`src/rtl/cordic_rot_ctrl_if.sv`:
```
// Request/result and LUT-access signals of the iterative CORDIC rotation engine.
interface cordic_rot_ctrl_if;
  logic               start;
  logic signed [31:0] angle_in;
  logic               busy;
  logic               done;
  logic signed [31:0] cos_out;
  logic signed [31:0] sin_out;
  logic        [4:0]  lut_i;
  logic        [31:0] lut_xita;

  modport master (
    output start, angle_in, lut_xita,
    input  busy, done, cos_out, sin_out, lut_i
  );

  modport slave (
    input  start, angle_in, lut_xita,
    output busy, done, cos_out, sin_out, lut_i
  );
endinterface

```
`src/rtl/cordic_rot_ctrl.sv`:
```
// Iterative CORDIC rotation engine: one LUT fetch + one micro-rotation per iteration, Q2.30 cos/sin.
// Optional +/-180 degree quadrant pre-rotation enabled by macro CORDIC_ROT_CTRL_QUAD_EN.
module cordic_rot_ctrl #(
  parameter int                 ITER   = 16,
  parameter logic signed [31:0] K_INIT = 32'sd652032874
) (
  input  logic            clk,
  input  logic            rst,
  cordic_rot_ctrl_if.slave bus
);

  typedef enum logic [1:0] {IDLE, FETCH, ROT, DONE} state_t;

  localparam logic [4:0] LAST = 5'(ITER - 1);

  state_t             state_q, state_d;
  logic signed [31:0] x_q, x_d, y_q, y_d, z_q, z_d;
  logic signed [31:0] cos_q, cos_d, sin_q, sin_d;
  logic        [4:0]  i_q, i_d;
  logic signed [31:0] x_rot, y_rot, z_rot, xs, ys, xita;
  logic               unused_xita_msb;
`ifdef CORDIC_ROT_CTRL_QUAD_EN
  localparam logic signed [31:0] DEG90  = 32'sd5898240;
  localparam logic signed [31:0] DEG180 = 32'sd11796480;
  logic               neg_q, neg_d;
`endif

  assign unused_xita_msb = bus.lut_xita[31];

  // Micro-rotation datapath: direction follows the sign of the residual angle
  always_comb begin
    xs   = x_q >>> i_q;
    ys   = y_q >>> i_q;
    xita = {1'b0, bus.lut_xita[30:0]};
    if (!z_q[31]) begin
      x_rot = x_q - ys;
      y_rot = y_q + xs;
      z_rot = z_q - xita;
    end else begin
      x_rot = x_q + ys;
      y_rot = y_q - xs;
      z_rot = z_q + xita;
    end
  end

  always_comb begin
    state_d = state_q;
    x_d     = x_q;
    y_d     = y_q;
    z_d     = z_q;
    i_d     = i_q;
    cos_d   = cos_q;
    sin_d   = sin_q;
`ifdef CORDIC_ROT_CTRL_QUAD_EN
    neg_d   = neg_q;
`endif
    case (state_q)
      IDLE: begin
        if (bus.start) begin
          x_d     = K_INIT;
          y_d     = '0;
          z_d     = bus.angle_in;
          i_d     = '0;
          state_d = FETCH;
`ifdef CORDIC_ROT_CTRL_QUAD_EN
          neg_d   = 1'b0;
          if (bus.angle_in > DEG90) begin
            z_d   = bus.angle_in - DEG180;
            neg_d = 1'b1;
          end else if (bus.angle_in < -DEG90) begin
            z_d   = bus.angle_in + DEG180;
            neg_d = 1'b1;
          end
`endif
        end
      end
      FETCH: state_d = ROT;
      ROT: begin
        x_d = x_rot;
        y_d = y_rot;
        z_d = z_rot;
        if (i_q == LAST) begin
          state_d = DONE;
`ifdef CORDIC_ROT_CTRL_QUAD_EN
          cos_d   = neg_q ? -x_rot : x_rot;
          sin_d   = neg_q ? -y_rot : y_rot;
`else
          cos_d   = x_rot;
          sin_d   = y_rot;
`endif
        end else begin
          i_d     = i_q + 5'd1;
          state_d = FETCH;
        end
      end
      DONE:    state_d = IDLE;
      default: state_d = IDLE;
    endcase
  end

  // Results are latched on the edge entering DONE, so they are valid with the done pulse
  always_ff @(posedge clk or posedge rst) begin
    if (rst) begin
      state_q <= IDLE;
      x_q     <= '0;
      y_q     <= '0;
      z_q     <= '0;
      i_q     <= '0;
      cos_q   <= '0;
      sin_q   <= '0;
`ifdef CORDIC_ROT_CTRL_QUAD_EN
      neg_q   <= 1'b0;
`endif
    end else begin
      state_q <= state_d;
      x_q     <= x_d;
      y_q     <= y_d;
      z_q     <= z_d;
      i_q     <= i_d;
      cos_q   <= cos_d;
      sin_q   <= sin_d;
`ifdef CORDIC_ROT_CTRL_QUAD_EN
      neg_q   <= neg_d;
`endif
    end
  end

  assign bus.busy    = (state_q != IDLE);
  assign bus.done    = (state_q == DONE);
  assign bus.cos_out = cos_q;
  assign bus.sin_out = sin_q;
  assign bus.lut_i   = (state_q == IDLE) ? 5'd0 : i_q;

endmodule

```
`src/flat_wrapper.sv`:
```
// flat-port wrapper written by rule: the top's interface ports become plain ports
module cordic_rot_ctrl_flat 
#(
  parameter int                 ITER   = 16,
  parameter logic signed [31:0] K_INIT = 32'sd652032874
)
  (clk, rst, bus_start, bus_angle_in, bus_lut_xita, bus_busy, bus_done, bus_cos_out, bus_sin_out, bus_lut_i);
  cordic_rot_ctrl_if bus_i ();
  input  logic clk;
  input  logic rst;
  input wire logic [$bits(bus_i.start)-1:0] bus_start;
  input wire logic [$bits(bus_i.angle_in)-1:0] bus_angle_in;
  input wire logic [$bits(bus_i.lut_xita)-1:0] bus_lut_xita;
  output wire logic [$bits(bus_i.busy)-1:0] bus_busy;
  output wire logic [$bits(bus_i.done)-1:0] bus_done;
  output wire logic [$bits(bus_i.cos_out)-1:0] bus_cos_out;
  output wire logic [$bits(bus_i.sin_out)-1:0] bus_sin_out;
  output wire logic [$bits(bus_i.lut_i)-1:0] bus_lut_i;
  assign bus_i.start = bus_start;
  assign bus_i.angle_in = bus_angle_in;
  assign bus_i.lut_xita = bus_lut_xita;
  assign bus_busy = bus_i.busy;
  assign bus_done = bus_i.done;
  assign bus_cos_out = bus_i.cos_out;
  assign bus_sin_out = bus_i.sin_out;
  assign bus_lut_i = bus_i.lut_i;
  cordic_rot_ctrl #(.ITER(ITER), .K_INIT(K_INIT)) u_core (.clk(clk), .rst(rst), .bus(bus_i));
endmodule
```
`config.mk`:
```
export PLATFORM = sky130hd
export DESIGN_NAME = cordic_rot_ctrl_flat
export DESIGN_NICKNAME = d
export VERILOG_FILES = /design/src/rtl/cordic_rot_ctrl_if.sv /design/src/rtl/cordic_rot_ctrl.sv /design/src/flat_wrapper.sv
export SDC_FILE = /design/constraint.sdc
export NUM_CORES = 1
export LEC_CHECK = 0
export ABC_AREA = 1
export CAP_MARGIN = 15
export CORE_ASPECT_RATIO = 0.6
export CORE_MARGIN = 2
export CORE_UTILIZATION = 40
export CTS_CLUSTER_DIAMETER = 100
export DETAILED_ROUTE_END_ITERATION = 10
export PLACE_DENSITY = 0.54
export SLEW_MARGIN = 5
export SYNTH_ARGS = -nofsm -noshare
export SYNTH_HDL_FRONTEND = slang
export SYNTH_SLANG_ARGS = --single-unit
```
`constraint.sdc`:
```
create_clock -name clk -period 9.1 [get_ports clk]
set_input_delay 1.82 -clock clk [delete_from_list [all_inputs] [get_ports clk]]
set_output_delay 1.82 -clock clk [all_outputs]
set_load 0.1 [all_outputs]
```
==> results.toml <==
[final_layout]
fin_nets = 3067
fin_area_um2 = 19750
drive_above_1_share_pct = 3.821
diodes = 0
nFillCells = 4608
area_growth_pct = 12.91
final_util_pct = 45.65

[global_route]
busiest_layer = "met1"
use_met1_pct = 49.45
track_usage_pct = 30.05
grt_use_met2_pct = 40.13
grt_start_max_net_pins = 69
grt_pass1_wl_mm = 105.6
grt.overflow.total = 0
grt_pass1_vias = 17729
antenna_found_initial = 0
met3_usage_pct = 5.090

[routing]
postRouteAntennaNets = 0
viasPerCell = 5.592
wire_per_inst_um = 19.69
dr.pass1.iters = 5
drtIter0Drc = 2350
drt_wl_total_mm = 68.60
vias = 19483
drc_errors = 0

[timing]
grt_setup_unrepaired = "no"
clock.fmax_mhz = 154.2
hold_viol_final = 0
setup_ws_ns = 2.614
timing.slew.headroom_pct = 18.69
fin_crit_ns = 6.486
tightest_slew_ns = 1.216
skew_ns = 0.02261
slew_violations = 0
min_period_over_period_pct = 71.28
finalSetupViolCount = 0
fin_setup_tns_ns = 0

[die]
die_w_um = 274.0
ios = 138
start_util_pct = 40.43
core_area_um2 = 43260
num_rows = 59
floorplan.die.height_um = 166.0
dieArea_um2 = 45470

[clock_network]
clk_pin_slew_ns = 0.08
clock-sinks = 167
cts_max_level = 4
cts_made_buffers = 17
cts_root_buffer = "clkbuf_16"
cts_resized = 0
clock_path_buffers = 2
post_cts_buffers = 0
tritoncts = "done"
holdBufCountCts = 0
clkLatencyLatePin_ns = 0.47

[synthesis]
syn_nets = 3013
synth_cells = 2838
ys.flop_type = "dfrtp_1"
synth_edf_count = 0
avgSynthCellArea_um2 = 6.163
ys_types = 50
synth-seq-cells = 167
syn-cell-area_um2 = 17490
synth.yosys.seq_area_share_pct = 23.89
synth_warnings = 0
async_flop_share_pct = 100.0

[setup_path]
worstPathRequired_ns = 9.45
cpPeakStageDelay_ns = 0.67
critPathLaunchType = "register"
critPathBufInv = 4
reg2regPathDepth = 33
crit_family = "simple AND/OR/NAND/NOR gates"
cp.arrival_ns = 6.84
path_class = "reg -> reg"
cp-end-kind = "register"
slowest_stage = "inv_2"
crit_top_cell = "nand2_1"
path_depth = 33
crit_fanout = 63
reg2reg_slack_ns = 2.61

[place]
pre_cts_ws_ns = 2.773
placed_area_um2 = 19170
place_congestion = 0.9638
port_buffers = 136
dp_hpwl_mm = 53.10

[min_path]
holdPathStages = 2
min_path_type = "reg -> reg"

[status]
outcome = "finished clean"

[job]
maxCapViolCount = 0
final timing paths:
path                                       start                     end
max                                u_core.i_q[1]          u_core.x_q[25]
min                        u_core.bus.cos_out[1]   u_core.bus.cos_out[1]
max reg2reg                        u_core.i_q[1]          u_core.x_q[25]
min reg2reg                u_core.bus.cos_out[1]   u_core.bus.cos_out[1]
max in group asynchronous                    rst          u_core.x_q[18]
min in group asynchronous                    rst  u_core.bus.sin_out[17]
synth_stat cells, types with 3 or more instances:
| cell | count | share of area, % |
|---|---|---|
| o21a_1 | 9 | 0.39 |
| a21oi_1 | 161 | 4.6 |
| a31oi_1 | 9 | 0.32 |
| nor2_1 | 183 | 3.9 |
| or2_2 | 17 | 0.61 |
| o31ai_1 | 3 | 0.13 |
| nand3_1 | 442 | 13 |
| o21ai_0 | 186 | 5.3 |
| buf_6 | 9 | 0.58 |
| buf_2 | 30 | 0.86 |
| clkbuf_1 | 59 | 1.3 |
| nor3_1 | 26 | 0.74 |
| nand2_1 | 954 | 20 |
| o21bai_1 | 6 | 0.26 |
| buf_4 | 5 | 0.21 |
| nand3_2 | 3 | 0.17 |
| nor2_4 | 3 | 0.19 |
| fa_1 | 3 | 0.34 |
| xor2_1 | 74 | 3.7 |
| ha_1 | 105 | 7.5 |
| inv_1 | 192 | 4.1 |
| xnor2_1 | 48 | 2.4 |
| o22ai_1 | 5 | 0.18 |
| o21ai_1 | 10 | 0.29 |
| a21o_1 | 8 | 0.34 |
| dfrtp_1 | 167 | 24 |
| nor4_1 | 12 | 0.43 |
| nand2_2 | 7 | 0.25 |
| inv_2 | 3 | 0.064 |
| o211ai_1 | 22 | 0.94 |
| buf_1 | 20 | 0.43 |
| nor2_2 | 4 | 0.14 |
| nand4_1 | 25 | 0.89 |
| nand3b_1 | 5 | 0.21 |
| o21ai_2 | 3 | 0.15 |
kinds of logic (layout without fill, tap and decap cells):
group | after synthesis | in the layout | share of synthesized area, %
AND/OR/NAND/NOR | 1687 | 1687 | 41.00
AO/OA/AOI/OAI | 434 | 434 | 13.56
flip-flops | 167 | 167 | 23.89
adder cells (fa/ha/maj) | 108 | 108 | 7.855
XOR/XNOR | 122 | 122 | 6.109
buffers and inverters | 320 | 387 | 7.590
worst register-to-register path: cells and delay by family (launching register included):
kind	cells	cell delay (ns)
flops	1	0.39
simple gates	23	2.89
buf+inv	4	1.54
compound gates	3	0.75
fa+ha+maj	2	0.57
xor+xnor	1	0.25
final cells by class:
cell class | count | area, um2 | share of cell area [%]
clock buffers | 17 | 425.4 | 2.154
clock inverters | 15 | 156.4 | 0.7919
inverters | 197 | 747.0 | 3.782
multi-input cells | 2351 | 11990 | 60.72
flip-flops and latches | 167 | 4183 | 21.18
well taps | 579 | 724.4 | 3.668
repair buffers | 158 | 1521 | 7.704
routing by layer:
metal,vias to the layer above,wire (um)
met3,51,5611
li1,9564,-
met4,0,811
met2,759,26190
met5,-,0
met1,9109,35990
registers in the layout, indices dropped and copies added (netlist names):
signal              flops
u_core.y_q             32
u_core.i_q              5
u_core.x_q             32
u_core.state_q          2
u_core.z_q             32
u_core.bus.sin_out     32
u_core.bus.cos_out     32
per-stage QoR:
step | std cells | hold slack, ns
final | 3484 | 0.4798
after floorplan | 2838 | 0.4553
after CTS | 3484 | 0.4848
after global placement | 3452 | 0.4571
after global routing | 3484 | 0.5112
after detailed placement | 3452 | 0.4640
cells in the final DEF, fill, tap and decap left out, drive strengths merged, types with 25 or more instances in the layout:
master and instances:
nand2 961, nand3 445, inv 205, o21ai 200, nor2 190, dfrtp 167
a21oi 161, clkdlybuf4s50 134, ha 105, xor2 74, xnor2 48, nor3 28
nand4 25
Power is left out: the tool's default activity adds up to more than one toggle a clock period on the data nets, which glitch-free logic cannot reach.
